===== src/rtl/pc_unit_pkg.sv =====
// Shared constants for the program-counter unit: pc_src encodings and default vectors.
package pc_unit_pkg;

    localparam logic [2:0] PCSRC_SEQ    = 3'd0;
    localparam logic [2:0] PCSRC_BRANCH = 3'd1;
    localparam logic [2:0] PCSRC_JUMP   = 3'd2;
    localparam logic [2:0] PCSRC_JR     = 3'd3;
    localparam logic [2:0] PCSRC_ERET   = 3'd4;

    localparam logic [31:0] DEFAULT_RESET_VEC = 32'h8000_0000;
    localparam logic [31:0] DEFAULT_IRQ_VEC   = 32'h8000_0004;
    localparam logic [31:0] DEFAULT_EXC_VEC   = 32'h8000_0008;

endpackage


===== src/rtl/pc_next_mux.sv =====
// Next-PC target selection with supervisor-bit and word-alignment masking.
// PC_ALIGN_CHECK_EN: flag jr/eret targets whose low bits are not zero.
module pc_next_mux
    import pc_unit_pkg::*;
#(
    parameter int XLEN = 32
) (
    input  logic [XLEN-1:0] pc,
    input  logic [XLEN-1:0] pc_plus_4,
    input  logic [2:0]      pc_src,
    input  logic            branch_taken,
    input  logic [XLEN-1:0] imm,
    input  logic [25:0]     jump_index,
    input  logic [XLEN-1:0] jr_target,
    input  logic [XLEN-1:0] epc,
    output logic [XLEN-1:0] next_pc,
    output logic            target_misaligned
);

    logic [XLEN-1:0] raw_target;
    logic            keep_mode;
    logic            kernel;

    always_comb begin
        kernel     = pc[XLEN-1];
        raw_target = pc_plus_4;
        keep_mode  = 1'b1;
        case (pc_src)
            PCSRC_BRANCH: raw_target = branch_taken ? (pc_plus_4 + (imm << 2)) : pc_plus_4;
            PCSRC_JUMP:   raw_target = {pc_plus_4[XLEN-1:28], jump_index, 2'b00};
            PCSRC_JR: begin
                raw_target = jr_target;
                keep_mode  = 1'b0;
            end
            PCSRC_ERET: begin
                raw_target = epc;
                keep_mode  = 1'b0;
            end
            default:      raw_target = pc_plus_4;
        endcase

        // Sequential flow never changes mode; user jr can never reach kernel space.
        next_pc = {raw_target[XLEN-1:2], 2'b00};
        if (keep_mode)
            next_pc[XLEN-1] = kernel;
        else if (pc_src == PCSRC_JR && !kernel)
            next_pc[XLEN-1] = 1'b0;

`ifdef PC_ALIGN_CHECK_EN
        target_misaligned = (pc_src == PCSRC_JR || pc_src == PCSRC_ERET) && (raw_target[1:0] != 2'b00);
`else
        target_misaligned = 1'b0;
`endif
    end

endmodule


===== src/rtl/pc_unit.sv =====
// Program counter, EPC, interrupt/exception priority and irq_ack for the MIPS core family.
// PC_ALIGN_CHECK_EN: misaligned jr/eret targets raise an exception instead of being masked.
module pc_unit
    import pc_unit_pkg::*;
#(
    parameter int              XLEN      = 32,
    parameter logic [XLEN-1:0] RESET_VEC = XLEN'(DEFAULT_RESET_VEC),
    parameter logic [XLEN-1:0] IRQ_VEC   = XLEN'(DEFAULT_IRQ_VEC),
    parameter logic [XLEN-1:0] EXC_VEC   = XLEN'(DEFAULT_EXC_VEC)
) (
    input  logic            clk,
    input  logic            reset,
    input  logic            stall,
    input  logic [2:0]      pc_src,
    input  logic            branch_taken,
    input  logic [XLEN-1:0] imm,
    input  logic [25:0]     jump_index,
    input  logic [XLEN-1:0] jr_target,
    input  logic            undef_inst,
    input  logic            irq_req,
    output logic [XLEN-1:0] pc,
    output logic [XLEN-1:0] pc_plus_4,
    output logic [XLEN-1:0] epc,
    output logic            kernel_mode,
    output logic            flush,
    output logic            irq_ack
);

    logic [XLEN-1:0] mux_pc;
    logic            misaligned;
    logic            irq_pending;
    logic            take_exc;
    logic            take_irq;

    assign kernel_mode = pc[XLEN-1];
    assign pc_plus_4   = pc + XLEN'(4);

    pc_next_mux #(.XLEN(XLEN)) u_next_mux (
        .pc                (pc),
        .pc_plus_4         (pc_plus_4),
        .pc_src            (pc_src),
        .branch_taken      (branch_taken),
        .imm               (imm),
        .jump_index        (jump_index),
        .jr_target         (jr_target),
        .epc               (epc),
        .next_pc           (mux_pc),
        .target_misaligned (misaligned)
    );

    // A user-mode eret ranks below a pending interrupt because it is decided at pc_src level.
    always_comb begin
        take_exc = 1'b0;
        take_irq = 1'b0;
        if (!stall) begin
            if (undef_inst || misaligned)
                take_exc = 1'b1;
            else if (irq_pending && !kernel_mode)
                take_irq = 1'b1;
            else if (pc_src == PCSRC_ERET && !kernel_mode)
                take_exc = 1'b1;
        end
    end

    assign flush = take_exc | take_irq;

    always_ff @(posedge clk or negedge reset) begin
        if (!reset) begin
            pc          <= RESET_VEC;
            epc         <= '0;
            irq_pending <= 1'b0;
            irq_ack     <= 1'b0;
        end else begin
            irq_ack     <= take_irq;
            irq_pending <= take_irq ? 1'b0 : (irq_pending | irq_req);
            if (!stall) begin
                if (take_exc) begin
                    pc  <= EXC_VEC;
                    epc <= pc_plus_4;
                end else if (take_irq) begin
                    pc  <= IRQ_VEC;
                    epc <= pc;
                end else begin
                    pc  <= mux_pc;
                end
            end
        end
    end

endmodule


===== config.mk =====
export PLATFORM = sky130hd
export DESIGN_NAME = pc_unit
export DESIGN_NICKNAME = d
export VERILOG_FILES = /design/src/rtl/pc_unit_pkg.sv /design/src/rtl/pc_next_mux.sv /design/src/rtl/pc_unit.sv
export SDC_FILE = /design/constraint.sdc
export NUM_CORES = 1
export LEC_CHECK = 0
export BUFFER_PORTS_ARGS = -buffer_cell sky130_fd_sc_hd__buf_2
export CORE_ASPECT_RATIO = 0.9
export CORE_MARGIN = 2
export CORE_UTILIZATION = 58
export DETAILED_ROUTE_END_ITERATION = 7
export HOLD_SLACK_MARGIN = 0.03
export PLACE_DENSITY = 0.88
export SYNTH_ARGS = -nofsm -noshare
export SYNTH_HDL_FRONTEND = slang
export SYNTH_HIERARCHICAL = 1
export SYNTH_SLANG_ARGS = --single-unit

===== constraint.sdc =====
create_clock -name clk -period 8.4 [get_ports clk]
set_input_delay 0.42 -clock clk [delete_from_list [all_inputs] [get_ports clk]]
set_output_delay 0.42 -clock clk [all_outputs]
set_load 0.01 [all_outputs]

# Yosys cells after proc, flatten, opt, wreduce, memory -nomap -nowiden
# Cells that the tools add are included.
# classes
reduce_logical	9
addsub	2
mux	16
n_eq_ne	4
div	0
order_cmp	0
n_shift	0
n_bitwise	3
multipliers	0
# op_table
cell	count
$mux 32	5
$pmux 32 s4	1
$add 32x3->32 const B	1
$add 32x32->32	1
$mux 1	10
$eq 3x2->1 const B	2
$reduce_and 2->1	2
$eq 3x1->1 const B	1
$eq 3x3->1 const B	1
$logic_and 1x1->1	3
$reduce_bool 3->1	1
$or 1x1->1	2
$reduce_bool 2->1	1
$reduce_or 2->1	1
$logic_not 1->1	1
$not 1->1	1
# word_totals
latchBits	0
mem_count	0
ff_bits	66
ramBits	0
rom_bits	0

# Depth between registers and ports, before layout
# logic_depth
word_depth	8
ltp_mapped	17

# Cells and area by module
# Netlist, hierarchy kept.
# by_module_without_submodules
module	area_per_inst_um2	cells_each	seq_area_each_um2	n_inst
pc_unit	3507.1	358	1652.8	1
pc_next_mux	3094.2	450	0.0	1

# Least setup slack after synthesis
# OpenSTA, ideal clock, no wires.
# synth_path
path_kind	register to register
startpoint	register pc[2]
endpoint	register pc[27]
stages_incl_launch_ff	16
t_arrival_ns	3.858
path_buffers	1
slack_ns	4.421
setup_time_ns	0.121
path_cell_list	dfrtp_1 ha_1 nand3_1 nor2_1 and3_1 xor2_1 ha_1 buf_6 a21o_2 o21ba_2 o311ai_4 a2111oi_4 o21ai_2 a2111oi_2 a311oi_1 a22o_1
# synth_via
elab_chain_cells	6
# synth_rtl
element	line_no	text
from (decl)	pc_unit.sv:21	output logic [XLEN-1:0] pc,
from (signal assigned)	pc_unit.sv:84	pc <= mux_pc;
$add 32x3->32	pc_unit.sv:36	assign pc_plus_4 = pc + XLEN'(4);
via pc_plus_4[12]	pc_unit.sv:22	output logic [XLEN-1:0] pc_plus_4,
$add 32x32->32	pc_next_mux.sv:29	PCSRC_BRANCH: raw_target = branch_taken ? (pc_plus_4 + (imm << 2)) : pc_plus_4;
$mux 32	pc_next_mux.sv:29	
$pmux 32 s4	pc_next_mux.sv:28	case (pc_src)
via mux_pc[27]	pc_unit.sv:29	logic [XLEN-1:0] mux_pc;
$mux 32	pc_unit.sv:80	end else if (take_irq) begin
$mux 32	pc_unit.sv:77	if (take_exc) begin
# The timed path passes the listed nets, and every way through them passes these cells.
# A chain may end at the register's enable or synchronous reset.

# Worst setup path after layout
# layout_path
startpoint	register pc[2]
endpoint	register pc[30]
# layout_via
elab_chain_cells	6
# layout_rtl
element	line_no
$add 32x3->32 *	pc_unit.sv:36
$add 32x32->32	pc_next_mux.sv:29
$mux 32	pc_next_mux.sv:29
$pmux 32 s4 *	pc_next_mux.sv:28
via mux_pc[30]	pc_unit.sv:29
$mux 32 *	pc_unit.sv:80
$mux 32 *	pc_unit.sv:77
# Mark *: on every way through the listed nets, which the timed path passes. The rest lies on a longest branch.

==> run_results.csv <==
group,metric,value,unit
status,status,"finished with violations",
status,violations,"design-rule violations",
detailed_routing,routed_via_density,6.881,
timing,fin_skew,0.008481,ns
timing,grt_setup_unrepaired,"no",
synth,synthAdderAreaFrac,5.989,%
critical_path,r2r_slack,3.36,ns
cts,hold_buffers,0,
timing,tightest_slew,0.9888,ns
finish,seq_area,0.001653,mm2
finish,multiInputGateArea,0.004502,mm2
synth,synth-edff-count,0,
synth,seq_area_frac_synth,25.04,%
floorplan,coreArea,0.01095,mm2
critical_path,critical_path_class,"flip-flop to flip-flop",
critical_path,critPathTopFamily,"compound AO/OA/AOI/OAI gates",
synth,synth_seq_cells,66,
timing,relSlewSlack,34.08,%
timing,drv_slew,0,
synth,yosysWarnings,6,
critical_path,cpPeakStageDelay,0.74,ns
floorplan,io_pins,198,
detailed_routing,wl_per_cell,21.68,um
critical_path,critPathRequiredTime,8.62,ns
finish,layout.nets,1087,
detailed_routing,drtIter0Drc,1432,
place,place_congestion,0.9866,
critical_path,reg2reg_depth,14,
critical_path,crit_fanout,8,
pwr,p_total,0.001244,W
place,port_buffers,192,
synth,yosys.area_share.simple,17.15,%
cts,clock-root-buffer,"clkbuf_16",
critical_path,end_kind,"flip-flop",
critical_path,startpoint,"pc[2]",
finish,stdcell_count,1114,
hold_path,min_path_type,"input port to async pin",
pwr,p_leak,3.740,nW
critical_path,cpMaxStageDelayCell,"nor4_2",
pwr,switchingPower,0.0004396,W
finish,final_area,0.007851,mm2
pwr,combPwrFrac,33.3,%
global_route,grt_use_total,39.04,%
pwr,vdd_ir_drop_max,0.1021,mV
timing,setup_violations,0,
global_route,grt_util_met3,10.01,%
synth,avgSynthCellArea,8.170,um2
cts,clock_tree.buffer_depth,2,
detailed_routing,ant_nets,0,
pwr,p_int,0.0008042,W
floorplan,start_util,60.31,%
timing,min_period,5.042,ns
critical_path,r2r-start,"pc[2]",
floorplan,die_area,0.01225,mm2
detailed_routing,postRouteWirelength,24.16,mm
floorplan,fp.dieW,116.5,um
cts,htreeDepth,3,
global_route,grt_start_max_net_pins,67,
finish,drive_gt1_share,26.72,%
cts,clk_pin_slew,0.06,ns
critical_path,cp.depth,14,
critical_path,crit_arrival,5.26,ns
synth,synth_area,0.006601,mm2
critical_path,start_kind,"flip-flop",
global_route,grt_pass1_vias,6922,
pwr,pwr-share-clk,35.8,%
floorplan,die_h,105.2,um
place,dp_hpwl,17.32,mm
global_route,grt_pass1_wl,37.49,mm
synth,async_flop_share,100.0,%
global_route,grt_util_met2,56.40,%
pwr,p_sw_share,35.34,%
place,post-place-cells,1098,
timing,timing.fmax,198.3,MHz
cts,post_cts_buffers,0,
cts,cts_made_buffers,9,
synth,synth_top_family_by_area,"compound AO/OA/AOI/OAI gates",
finish,syn_to_final_growth,18.93,%
synth,synthCells,808,
synth,synthMuxAreaShare,1.346,%
detailed_routing,first_pass_iters,8,
synth,synth_flop_cell,"dfrtp_1",
synth,synth.distinct_cells,87,
global_route,antenna_found_initial,0,
timing,final.period_utilization,60.03,%
critical_path,worstReg2RegEnd,"pc[30]",
timing,hold_violations,0,
floorplan,rows,36,
critical_path,cp_cell_sequence,"ha_1 > nand3_1 > nor4_2 > nand4_1 > xnor2_1 > ha_1 > nand2_1 > o21ai_1 > a2111oi_0 > o211ai_1 > o21ai_1 > xor2_1 > a31oi_1 > a22o_1",
cts,cts_sinks,66,
pwr,power_density,158.4,mW/mm2
synth,synth_xor_area_share,7.165,%
finish,fin_util,71.73,%
finish,n_antenna_cell,0,
cts,clock_latency,0.33,ns
finish,num-fill-cells,916,
synth,synth-compound-area-share,36.37,%
global_route,busiest_layer,"met2",
critical_path,endpoint,"pc[30]",
detailed_routing,vias,7665,
place,place_area,0.007501,mm2
global_route,use_met1,56.34,%
global_route,overflow,0,
detailed_routing,drcViolationCount,1,
cts,cts_tree,"done",
timing,fin_setup_tns,0,ns
flow_run,drv_cap,0,
critical_path,cp_num_buf_inv,0,
pwr,power_frac_seq,31.0,%
cts,cts.repair.resized,0,
[worst min path at each step]
stage,start,end,slack (ns),depth (start not counted)
2_1_floorplan,reset,epc[0],0.12,0
3_3_place_gp,epc[1],epc[1],0.45,2
3_5_place_dp,epc[1],epc[1],0.46,2
4_1_cts,reset,pc[8],0.31,2
5_1_grt,irq_req,irq_pending,0.34,3
6_report,reset,pc[8],0.27,2
[flip-flops by register name, summed over array words and instances (netlist names)]
register	count
epc	32
irq_ack	1
irq_pending	1
pc	32
[logic make-up after synthesis]
kind of cell	count (synthesis)
AO/OA/AOI/OAI	329
XOR/XNOR	54
adder cells (fa/ha/maj)	31
buffers and inverters	99
flip-flops	66
multiplexers	8
other	1
AND/OR/NAND/NOR	220
[layer usage]
layer | up-vias | wire, um
li1 | 3353 | -
met4 | 0 | 895
met5 | - | 0
met3 | 99 | 3543
met2 | 615 | 10230
met1 | 3598 | 9489
[layout make-up]
type	instances	share of cell area, %
multi-input combinational	645	57.34
sequential	66	21.05
timing repair buffer	201	13.10
clock buffer	9	2.869
tap	152	2.422
inverter	34	1.625
clock inverter	7	1.594
[cell usage after synthesis (4+ instances only)]
library cell	number	area, um2
nand3_1	25	125.1
a222oi_1	10	100.1
buf_2	13	65.06
nor2b_1	4	25.02
nand2_1	68	255.2
a21oi_1	55	275.3
a22o_1	27	236.5
a31oi_1	20	125.1
a211o_1	4	35.03
mux2_2	7	78.83
buf_4	10	75.07
inv_1	33	123.9
nand2b_1	9	56.30
a21o_1	9	67.56
a211oi_1	8	60.06
o22a_1	44	385.4
and3_1	7	43.79
o22ai_1	20	125.1
nor3_1	6	30.03
nand4_1	12	75.07
o311ai_0	5	43.79
o311ai_1	5	43.79
ha_1	30	375.4
xor2_1	22	192.7
o21ai_0	49	245.2
nor2_1	57	214.0
clkbuf_1	35	131.4
xnor2_1	32	280.3
dfrtp_1	65	1627
o21a_1	28	210.2
o211ai_1	7	52.55
[worst register-to-register path: stages, from the launching register on]
cell,delay (ns)
dfrtp_1,0.49
ha_1,0.31
nand3_1,0.38
nor4_2,0.75
nand4_1,0.29
xnor2_1,0.48
ha_1,0.42
nand2_1,0.10
o21ai_1,0.11
a2111oi_0,0.62
o211ai_1,0.18
o21ai_1,0.17
xor2_1,0.18
a31oi_1,0.19
a22o_1,0.25
[through the flow]
stage | setup WS [ns] | hold slack [ns]
final | 3.358 | 0.2669
after global routing | 3.136 | 0.3362
after CTS | 3.653 | 0.3137
after detailed placement | 3.751 | 0.4570
after global placement | 3.899 | 0.4534
after floorplan | 4.421 | 0.1244
[power by group through the flow]
stage                     combinational (W)  clock [W]  sequential, W
after floorplan                    0.000257          0       0.000389
after global placement             0.000387          0       0.000388
after detailed placement           0.000396          0       0.000389
after CTS                          0.000400   0.000442       0.000383
after global routing               0.000445   0.000456       0.000389
final                              0.000414   0.000445       0.000385
[cell usage in the layout, fill, tap and decap left out, types with 22 or more instances in the layout]
cell	Yosys	routed
o21a_1	28	28
o21ai_0	49	49
buf_2	13	192
ha_1	30	30
xor2_1	22	22
dfrtp_1	65	65
inv_1	33	33
a22o_1	27	27
xnor2_1	32	32
a21oi_1	55	55
o22a_1	44	44
nand3_1	25	25
nand2_1	68	68
nor2_1	57	57
Power figures use the tool's default switching activity.
